**config.mk**
```make
export PLATFORM = sky130hd
export DESIGN_NAME = branch_resolve_ctrl
export DESIGN_NICKNAME = d
export VERILOG_FILES = /design/src/rtl/bp_ctrl_pkg.sv /design/src/rtl/bp_sync_fifo.sv /design/src/rtl/branch_resolve_ctrl.sv
export SDC_FILE = /design/constraint.sdc
export NUM_CORES = 1
export LEC_CHECK = 0
export BUFFER_PORTS_ARGS = -buffer_cell sky130_fd_sc_hd__buf_4
export CAP_MARGIN = 10
export CORE_MARGIN = 1
export CORE_UTILIZATION = 54
export DETAILED_ROUTE_END_ITERATION = 8
export PLACE_DENSITY = 0.77
export SETUP_SLACK_MARGIN = 0.3
export SLEW_MARGIN = 5
export SYNTH_ARGS = -nofsm -noshare
export SYNTH_HDL_FRONTEND = slang
export SYNTH_SLANG_ARGS = --single-unit
```
**constraint.sdc**
```tcl
create_clock -name CLK -period 3.4 [get_ports CLK]
set_clock_uncertainty 0.15 [all_clocks]
set_input_delay 0.34 -clock CLK [delete_from_list [all_inputs] [get_ports CLK]]
set_output_delay 0.34 -clock CLK [all_outputs]
set_load 0.01 [all_outputs]
```
**src/rtl/bp_ctrl_pkg.sv**
```systemverilog
// bp_ctrl_pkg: shared FSM encoding, instruction size and queue entry widths for the branch resolve controller.
package bp_ctrl_pkg;
  typedef enum logic {NORMAL, RECOVER} state_t;
  localparam int INSTR_BYTES = 4;
  // Prediction entry layout {addr, taken, target, comps}.
  function automatic int pred_w(input int aw);
    return aw * 2 + 3;
  endfunction
  // Update entry layout {addr, actual taken, actual target, comps}.
  function automatic int upd_w(input int aw);
    return aw * 2 + 3;
  endfunction
endpackage

```
**src/rtl/bp_sync_fifo.sv**
```systemverilog
// bp_sync_fifo: synchronous FIFO with synchronous clear; full/empty come from the occupancy counter.
module bp_sync_fifo #(
  parameter int WIDTH = 8,
  parameter int DEPTH = 4
) (
  input  logic                           CLK,
  input  logic                           RESET,
  input  logic                           push,
  input  logic                           pop,
  input  logic                           clear,
  input  logic [WIDTH-1:0]               din,
  output logic [WIDTH-1:0]               dout,
  output logic                           full,
  output logic                           empty,
  output logic [$clog2(DEPTH+1)-1:0]     count
);
  localparam int PW = $clog2(DEPTH);
  localparam int CW = $clog2(DEPTH+1);
  logic [WIDTH-1:0] mem [DEPTH];
  logic [PW-1:0] wp, rp;
  logic do_push, do_pop;
  assign full = count == CW'(DEPTH);
  assign empty = count == '0;
  assign do_push = push && !full;
  assign do_pop = pop && !empty;
  assign dout = mem[rp];
  always_ff @(posedge CLK or negedge RESET) begin
    if (!RESET) begin
      wp <= '0;
      rp <= '0;
      count <= '0;
      for (int i = 0; i < DEPTH; i++) mem[i] <= '0;
    end else if (clear) begin
      wp <= '0;
      rp <= '0;
      count <= '0;
    end else begin
      if (do_push) begin
        mem[wp] <= din;
        wp <= wp + 1'b1;
      end
      if (do_pop) rp <= rp + 1'b1;
      count <= count + CW'(do_push) - CW'(do_pop);
    end
  end
endmodule

```
**src/rtl/branch_resolve_ctrl.sv**
```systemverilog
// branch_resolve_ctrl: tracks in-flight predictions, checks them against MEM resolution,
// flushes/redirects on mispredict and queues training updates for the predictor tables.
module branch_resolve_ctrl
  import bp_ctrl_pkg::*;
#(
  parameter int DEPTH = 4,
  parameter int UPD_DEPTH = 2,
  parameter int AW = 32
) (
  input  logic                         CLK,
  input  logic                         RESET,
  input  logic                         Pred_valid,
  input  logic [AW-1:0]                Pred_addr,
  input  logic                         Pred_taken,
  input  logic [AW-1:0]                Pred_target,
  input  logic [1:0]                   Pred_comps,
  input  logic                         Res_valid,
  input  logic                         Res_taken,
  input  logic [AW-1:0]                Res_target,
  output logic                         Res_ready,
  output logic                         Upd_valid,
  input  logic                         Upd_ready,
  output logic [AW-1:0]                Upd_addr,
  output logic                         Upd_taken,
  output logic [AW-1:0]                Upd_target,
  output logic [1:0]                   Upd_comps,
  output logic                         Flush,
  output logic [AW-1:0]                Redirect_addr,
  output logic                         Stall,
  output logic [$clog2(DEPTH+1)-1:0]   Count
);
  localparam int PW_E = pred_w(AW);
  localparam int UW_E = upd_w(AW);
  state_t state;
  logic [PW_E-1:0] pq_dout;
  logic [AW-1:0] h_addr, h_target;
  logic h_taken;
  logic [1:0] h_comps;
  logic pq_empty, uq_full, uq_empty, resolve, mispredict;
  logic [$clog2(UPD_DEPTH+1)-1:0] uq_count;
  logic unused_uq;
  assign {h_addr, h_taken, h_target, h_comps} = pq_dout;
  assign Res_ready = RESET && state == NORMAL && !uq_full;
  assign resolve = Res_valid && Res_ready && !pq_empty;
  assign mispredict = resolve && ((Res_taken != h_taken) || (Res_taken && Res_target != h_target));
  assign Upd_valid = !uq_empty;
  assign unused_uq = ^uq_count;
  bp_sync_fifo #(.WIDTH(PW_E), .DEPTH(DEPTH)) u_pred_q (
    .CLK(CLK), .RESET(RESET),
    .push(Pred_valid && state == NORMAL), .pop(resolve), .clear(mispredict),
    .din({Pred_addr, Pred_taken, Pred_target, Pred_comps}), .dout(pq_dout),
    .full(Stall), .empty(pq_empty), .count(Count)
  );
  bp_sync_fifo #(.WIDTH(UW_E), .DEPTH(UPD_DEPTH)) u_upd_q (
    .CLK(CLK), .RESET(RESET),
    .push(resolve), .pop(Upd_ready), .clear(1'b0),
    .din({h_addr, Res_taken, Res_target, h_comps}),
    .dout({Upd_addr, Upd_taken, Upd_target, Upd_comps}),
    .full(uq_full), .empty(uq_empty), .count(uq_count)
  );
  // RECOVER lasts one cycle; no resolve can occur there since Res_ready is low.
  always_ff @(posedge CLK or negedge RESET) begin
    if (!RESET) begin
      state <= NORMAL;
      Flush <= 1'b0;
      Redirect_addr <= '0;
    end else begin
      state <= mispredict ? RECOVER : NORMAL;
      Flush <= mispredict;
      Redirect_addr <= !mispredict ? '0 : Res_taken ? Res_target : h_addr + AW'(INSTR_BYTES);
    end
  end
endmodule
```
## After elaboration in Yosys (flattened, before gate mapping)

Cells that the tools add are included.
W data, S select, Z words.

- Bits of input ports: 105
- Latch bits: 0
- Logic and storage cells: 83
- Bits in read-only memories: 0
- Register bits after elaboration: 447
- Memories: 0
- Bits in writable memories: 0
- Output and inout port bits: 106

- Add/sub/neg operators: 9
- Equal/unequal tests: 4
- Multiply operators: 0
- Bitwise logic cells: 6
- Multiplexer cells: 20
- Shifts and indexed selects: 0
- Div/mod/pow operators: 0
- Magnitude comparators: 6
- Reductions and logical operators: 23

Operators with widths:

| kind | count |
|---|---|
| $mux W67 | 7 |
| $bwmux W268 | 1 |
| $bmux W67 S2 | 1 |
| $bwmux W134 | 1 |
| $demux W67 S2 | 1 |
| $demux W67 S1 | 1 |
| $mux W32 | 2 |
| $add A32 B3 Y32 const B | 1 |
| $ne A32 B32 Y1 | 1 |
| $logic_and A1 B1 Y1 | 13 |
| $mux W2 | 4 |
| $ge A3 B3 Y1 const B | 2 |
| $not A2 Y3 | 2 |
| $add A2 B1 Y2 const B | 2 |
| $ge A2 B2 Y1 const B | 2 |
| $logic_not A1 Y1 | 4 |
| $not A1 Y2 | 2 |
| $reduce_bool A2 Y1 | 2 |
| $add A3 B1 Y3 | 1 |
| $eq A3 B3 Y1 const B | 1 |
| $logic_not A3 Y1 | 1 |
| $lt A3 B1 Y1 const B | 1 |
| $mux W3 | 1 |
| $sub A3 B1 Y3 | 1 |
| other kinds (11) | 13 |

## Depth between registers and ports, before layout

- Word-level depth: 10
- Mapped depth: 12
- Depth with buffers taken out: 11

## Cells and area by module

From an unflattened synthesis, not the netlist that was laid out.

- Cells, all modules: 1338
- Area total of the unflattened synthesis: 21045.2 um^2

Modules (own cells, without submodules):

| module | area each (um^2) | cells each | sequential area each (um^2) | times used |
|---|---|---|---|---|
| bp_sync_fifo (u_pred_q) | 12582.1 | 699 | 6881.6 | 1 |
| bp_sync_fifo (u_upd_q) | 5997.0 | 382 | 3453.3 | 1 |
| branch_resolve_ctrl | 2466.1 | 257 | 825.8 | 1 |

## Worst setup path after synthesis

Ideal clock, no wire load.

- Path type: register -> register
- Start: register u_pred_q.rp[1]
- End: register u_pred_q.mem[0] (netlist name)
- Slack: 0.219 ns
- Setup time: 0.127 ns
- Required time: 3.123 ns
- Clock period less this slack: 3.181 ns
- Stages on the path, launching flop included: 12
- Data arrival time: 2.903 ns
- Buffers on the path: 4
- Cells stage by stage: dfrtp_1 -> buf_4 -> buf_1 -> mux4_2 -> xnor2_1 -> nand4_1 -> a2111oi_4 -> nand4_4 -> a21oi_4 -> buf_6 -> buf_6 -> mux2_1

- Word-level cells in the longest chain between the ends: 10
- Elaborated cells between the ends (all ways): 11
- Those cells by class: 2 x eq/ne; 3 x mux; 2 x bitwise; 4 x reduce/logical

RTL lines:

| item | line | source |
|---|---|---|
| start: declaration | bp_sync_fifo.sv:20 | `logic [PW-1:0] wp, rp;` |
| start signal: assignment | bp_sync_fifo.sv:42 | `if (do_pop) rp <= rp + 1'b1;` |
| $not A2 Y3 (not written as such) * | bp_sync_fifo.sv:26 | `assign dout = mem[rp];` |
| $bmux W67 S2 * | bp_sync_fifo.sv:26 |  |
| $mux W67 (not written as such) * (2 in series) | bp_sync_fifo.sv:26 |  |
| $ne A32 B32 Y1 | branch_resolve_ctrl.sv:45 | `assign mispredict = resolve && ((Res_taken != h_taken) \|\| (Res_taken && Res_target != h_target));` |
| $logic_and A1 B1 Y1 | branch_resolve_ctrl.sv:45 |  |
| $logic_or A1 B1 Y1 * | branch_resolve_ctrl.sv:45 |  |
| $logic_and A1 B1 Y1 * | branch_resolve_ctrl.sv:45 |  |
| $not A1 Y1 (no line) * | n/a |  |
| $reduce_and A2 Y1 (no line) * | n/a |  |
| end signal: indexed assignment | bp_sync_fifo.sv:39 | `mem[wp] <= din;` |
| end: declaration | bp_sync_fifo.sv:19 | `logic [WIDTH-1:0] mem [DEPTH];` |

Mark *: on every way between the ends. The rest lies on a longest branch, timed or not. The select of a mux whose other input is x is not followed.
A chain may end at the register's enable or synchronous reset.

## Final worst setup path

- Start: register u_pred_q.rp[0]
- End: register u_pred_q.mem[45] (netlist name)

The elaborated chain is that of the path after synthesis.

==> results.py <==
metrics = {
    "global_route": {
        "gr-total-overflow": 0,
        "grt_max_degree": 182,
        "first_global_vias": 13800,
        "grtUsageTotal": 0.291,
        "antenna_found_initial": 2,
        "grt_pass1_wl_mm": 84.0,
    },
    "placed_design": {
        "pre_cts_slack_ns": -0.0414,
        "place_congestion": 0.860,
        "io_buffers": 210,
        "postPlaceCellArea_um2": 22900,
        "dp_hpwl_mm": 35.5,
        "dp_cells": 2067,
    },
    "synthesis": {
        "ys_warn_count": 0,
        "synth_edf_count": 0,
        "synth_ff_type": "dfrtp_1",
        "synth.top_cell.area_share": 0.545,
        "synthesis.area_um2": 20500,
        "yosysMostFrequentCell": "dfrtp_1",
        "synth_nets": 1491,
        "ys_types": 49,
        "yosysTopAreaCell": "dfrtp_1",
        "synth_seq_area_share": 0.545,
        "avgSynthCellArea_um2": 14.9,
        "synthArstFlopShare": 1.00,
        "synth_cells": 1376,
        "synth.area.top_cells": "dfrtp_1, mux2_2, mux2_1",
        "ys_ff_latch": 446,
        "yosys-top-cells-count": "dfrtp_1, mux2_2, mux2_1",
    },
    "critical_path": {
        "critPathKind": "reg2reg",
        "end_kind": "register",
        "cp.arrival_ns": 3.91,
        "worstPathRequired_ns": 3.68,
        "crit_fanout": 7,
        "cp-start-kind": "register",
    },
    "sta": {
        "hold_viol_final": 0,
        "fin_crit_ns": 3.62,
        "slew_headroom": 0.298,
        "max_slew.worst_pin.slew_ns": 1.05,
        "fmax_mhz": 276,
        "min_period_over_period": 1.07,
        "hold_ws_ns": 0.0254,
        "drv_slew": 0,
        "rsz0062_at_grt": "true",
        "fin_ws_ns": -0.223,
        "setup_viol": 268,
    },
    "route": {
        "vias_per_cell": 6.01,
        "drc_errors": 0,
        "drt-initial-drc-count": 1065,
        "postRouteWirelength_mm": 63.1,
        "vias": 14000,
        "post_drt_wl_per_cell_um": 27.2,
        "drtPass1Iterations": 5,
        "drt.antenna.violating_nets": 0,
    },
    "clock_network": {
        "cts_tree": "done",
        "cts_buffers": 46,
        "clockBufferDepth": 3,
        "cts-root-buf": "clkbuf_16",
        "cts.clk_slew.worst_paths_ns": 0.07,
        "insertion_delay_ns": 0.56,
        "cts_max_level": 2,
        "clock-sinks": 446,
    },
    "die": {
        "fp.dieW_um": 197,
        "io_pins": 211,
        "rows": 70,
        "dieArea_um2": 38700,
        "coreArea_um2": 37000,
        "initial_core_util": 0.554,
        "die_h_um": 197,
    },
    "power_and_ir_drop": {
        "p_per_area_nw_per_um2": 1030,
        "p_total_mw": 28.5,
        "ir_worst_vdd_v": 0.000547,
        "p_leak_nw": 12.4,
    },
    "worst_hold_path": {
        "hold_path.class": "in2reg",
    },
    "final_layout": {
        "fin_nets": 1897,
        "drive_above_1_share": 0.520,
        "layoutNonFillerInstCount": 2322,
        "syn_to_final_growth_pct": 35.1,
        "finalInstanceArea_um2": 27600,
        "ff_latch_area_um2": 11200,
        "fillers": 2145,
        "multi_input_area_um2": 9760,
    },
    "outcome": {
        "violations": "negative setup slack",
        "status": "finished with violations",
    },
    "run": {
        "cap_violations": 0,
    },
}
## placed cells by master (no fill, tap or decap), types with 29 or more instances in the layout
master         count
mux2_4           232
dlygate4sd3_1    100
buf_4            259
mux4_2            57
dfrtp_1          443
clkbuf_16         70
mux2i_1           29
nand2_1           46
xnor2_1           46
nor2_1            43
mux2_2           214
## sequential cells by signal, indices dropped and copies added, names as in the netlist
name            flops
Flush               1
Redirect_addr      32
u_pred_q.count      3
u_pred_q.mem      268
u_pred_q.rp         2
u_pred_q.wp         2
u_upd_q.count       2
u_upd_q.mem       134
u_upd_q.rp          1
u_upd_q.wp          1
## area by class of cell
type,instances,area share
timing repair buffer,437,0.162
antenna,1,0.0000905
sequential,446,0.404
tap,504,0.0228
clock inverter,7,0.00416
multi-input combinational,836,0.353
clock buffer,76,0.0520
inverter,15,0.00204
## routing by layer
metal | track usage | wire (µm) | up-vias
li1 | - | - | 5797
met1 | 0.406 | 26200 | 7305
met2 | 0.456 | 29700 | 704
met3 | 0.0708 | 4900 | 146
met4 | 0.0838 | 2220 | 2
met5 | 0 | 13 | -
## report_power, final
| group | leakage, nW | internal (mW) | switching, mW | total [mW] |
|---|---|---|---|---|
| combinational | 6.19 | 7.88 | 5.94 | 13.8 |
| clock | 0.752 | 3.10 | 2.10 | 5.20 |
| sequential | 5.41 | 7.90 | 1.60 | 9.50 |
## kinds of logic (layout without fill, tap and decap cells)
logic type | Yosys count | in the layout | share of synthesized area
buf+inv | 94 | 535 | 0.0282
compound gates | 55 | 55 | 0.0212
mux | 551 | 551 | 0.333
flops | 446 | 446 | 0.545
other cells | 0 | 1 | 0
simple gates | 148 | 148 | 0.0352
xor+xnor | 72 | 72 | 0.0308
fa+ha+maj | 10 | 10 | 0.00648
## through the flow
stage	setup TNS [ns]	util
after floorplan	0	-
after global placement	0	0.618
after detailed placement	-2.17	0.618
after CTS	0	0.698
after global routing	-64.07	0.748
final	-40.85	0.748
## repair_timing
item / CTS / global route
hold buffers: 99 / 1
cloned: 7 / 24
buffers inserted: 20 / 20
pin swaps: 8 / 22
setup endpoints to repair: 281 / 307
hold endpoints to repair: 387 / 4
gates resized for setup: 15 / 285
## critical path: stages (launching register included)
cell,delay [ns]
dfrtp_4,0.52
buf_4,0.17
buf_12,0.13
buf_4,0.15
mux4_2,0.43
xnor2_1,0.30
nand4_1,0.18
nor2_1,0.13
buf_4,0.15
nand4_4,0.18
a21oi_4,0.25
buf_8,0.15
buf_6,0.13
clkbuf_16,0.17
mux2_4,0.31
## final timing paths
| kind | endpoint | slack [ns] | start | cells past startpoint |
|---|---|---|---|---|
| max in group asynchronous | u_pred_q.rp[1] | 1.36 | RESET | 4 |
| worst min register to register | u_upd_q.mem[64] | 0.33 | u_upd_q.mem[64] | 2 |
| worst max register to register | u_pred_q.mem[45] | -0.22 | u_pred_q.rp[0] | 14 |
| min in group asynchronous | u_pred_q.mem[262] | 0.28 | RESET | 3 |
| worst min-delay path | u_upd_q.mem[98] | 0.03 | Res_target[29] | 2 |
| worst max-delay path | u_pred_q.mem[45] | -0.22 | u_pred_q.rp[0] | 14 |
(Power assumes the default switching activity.)
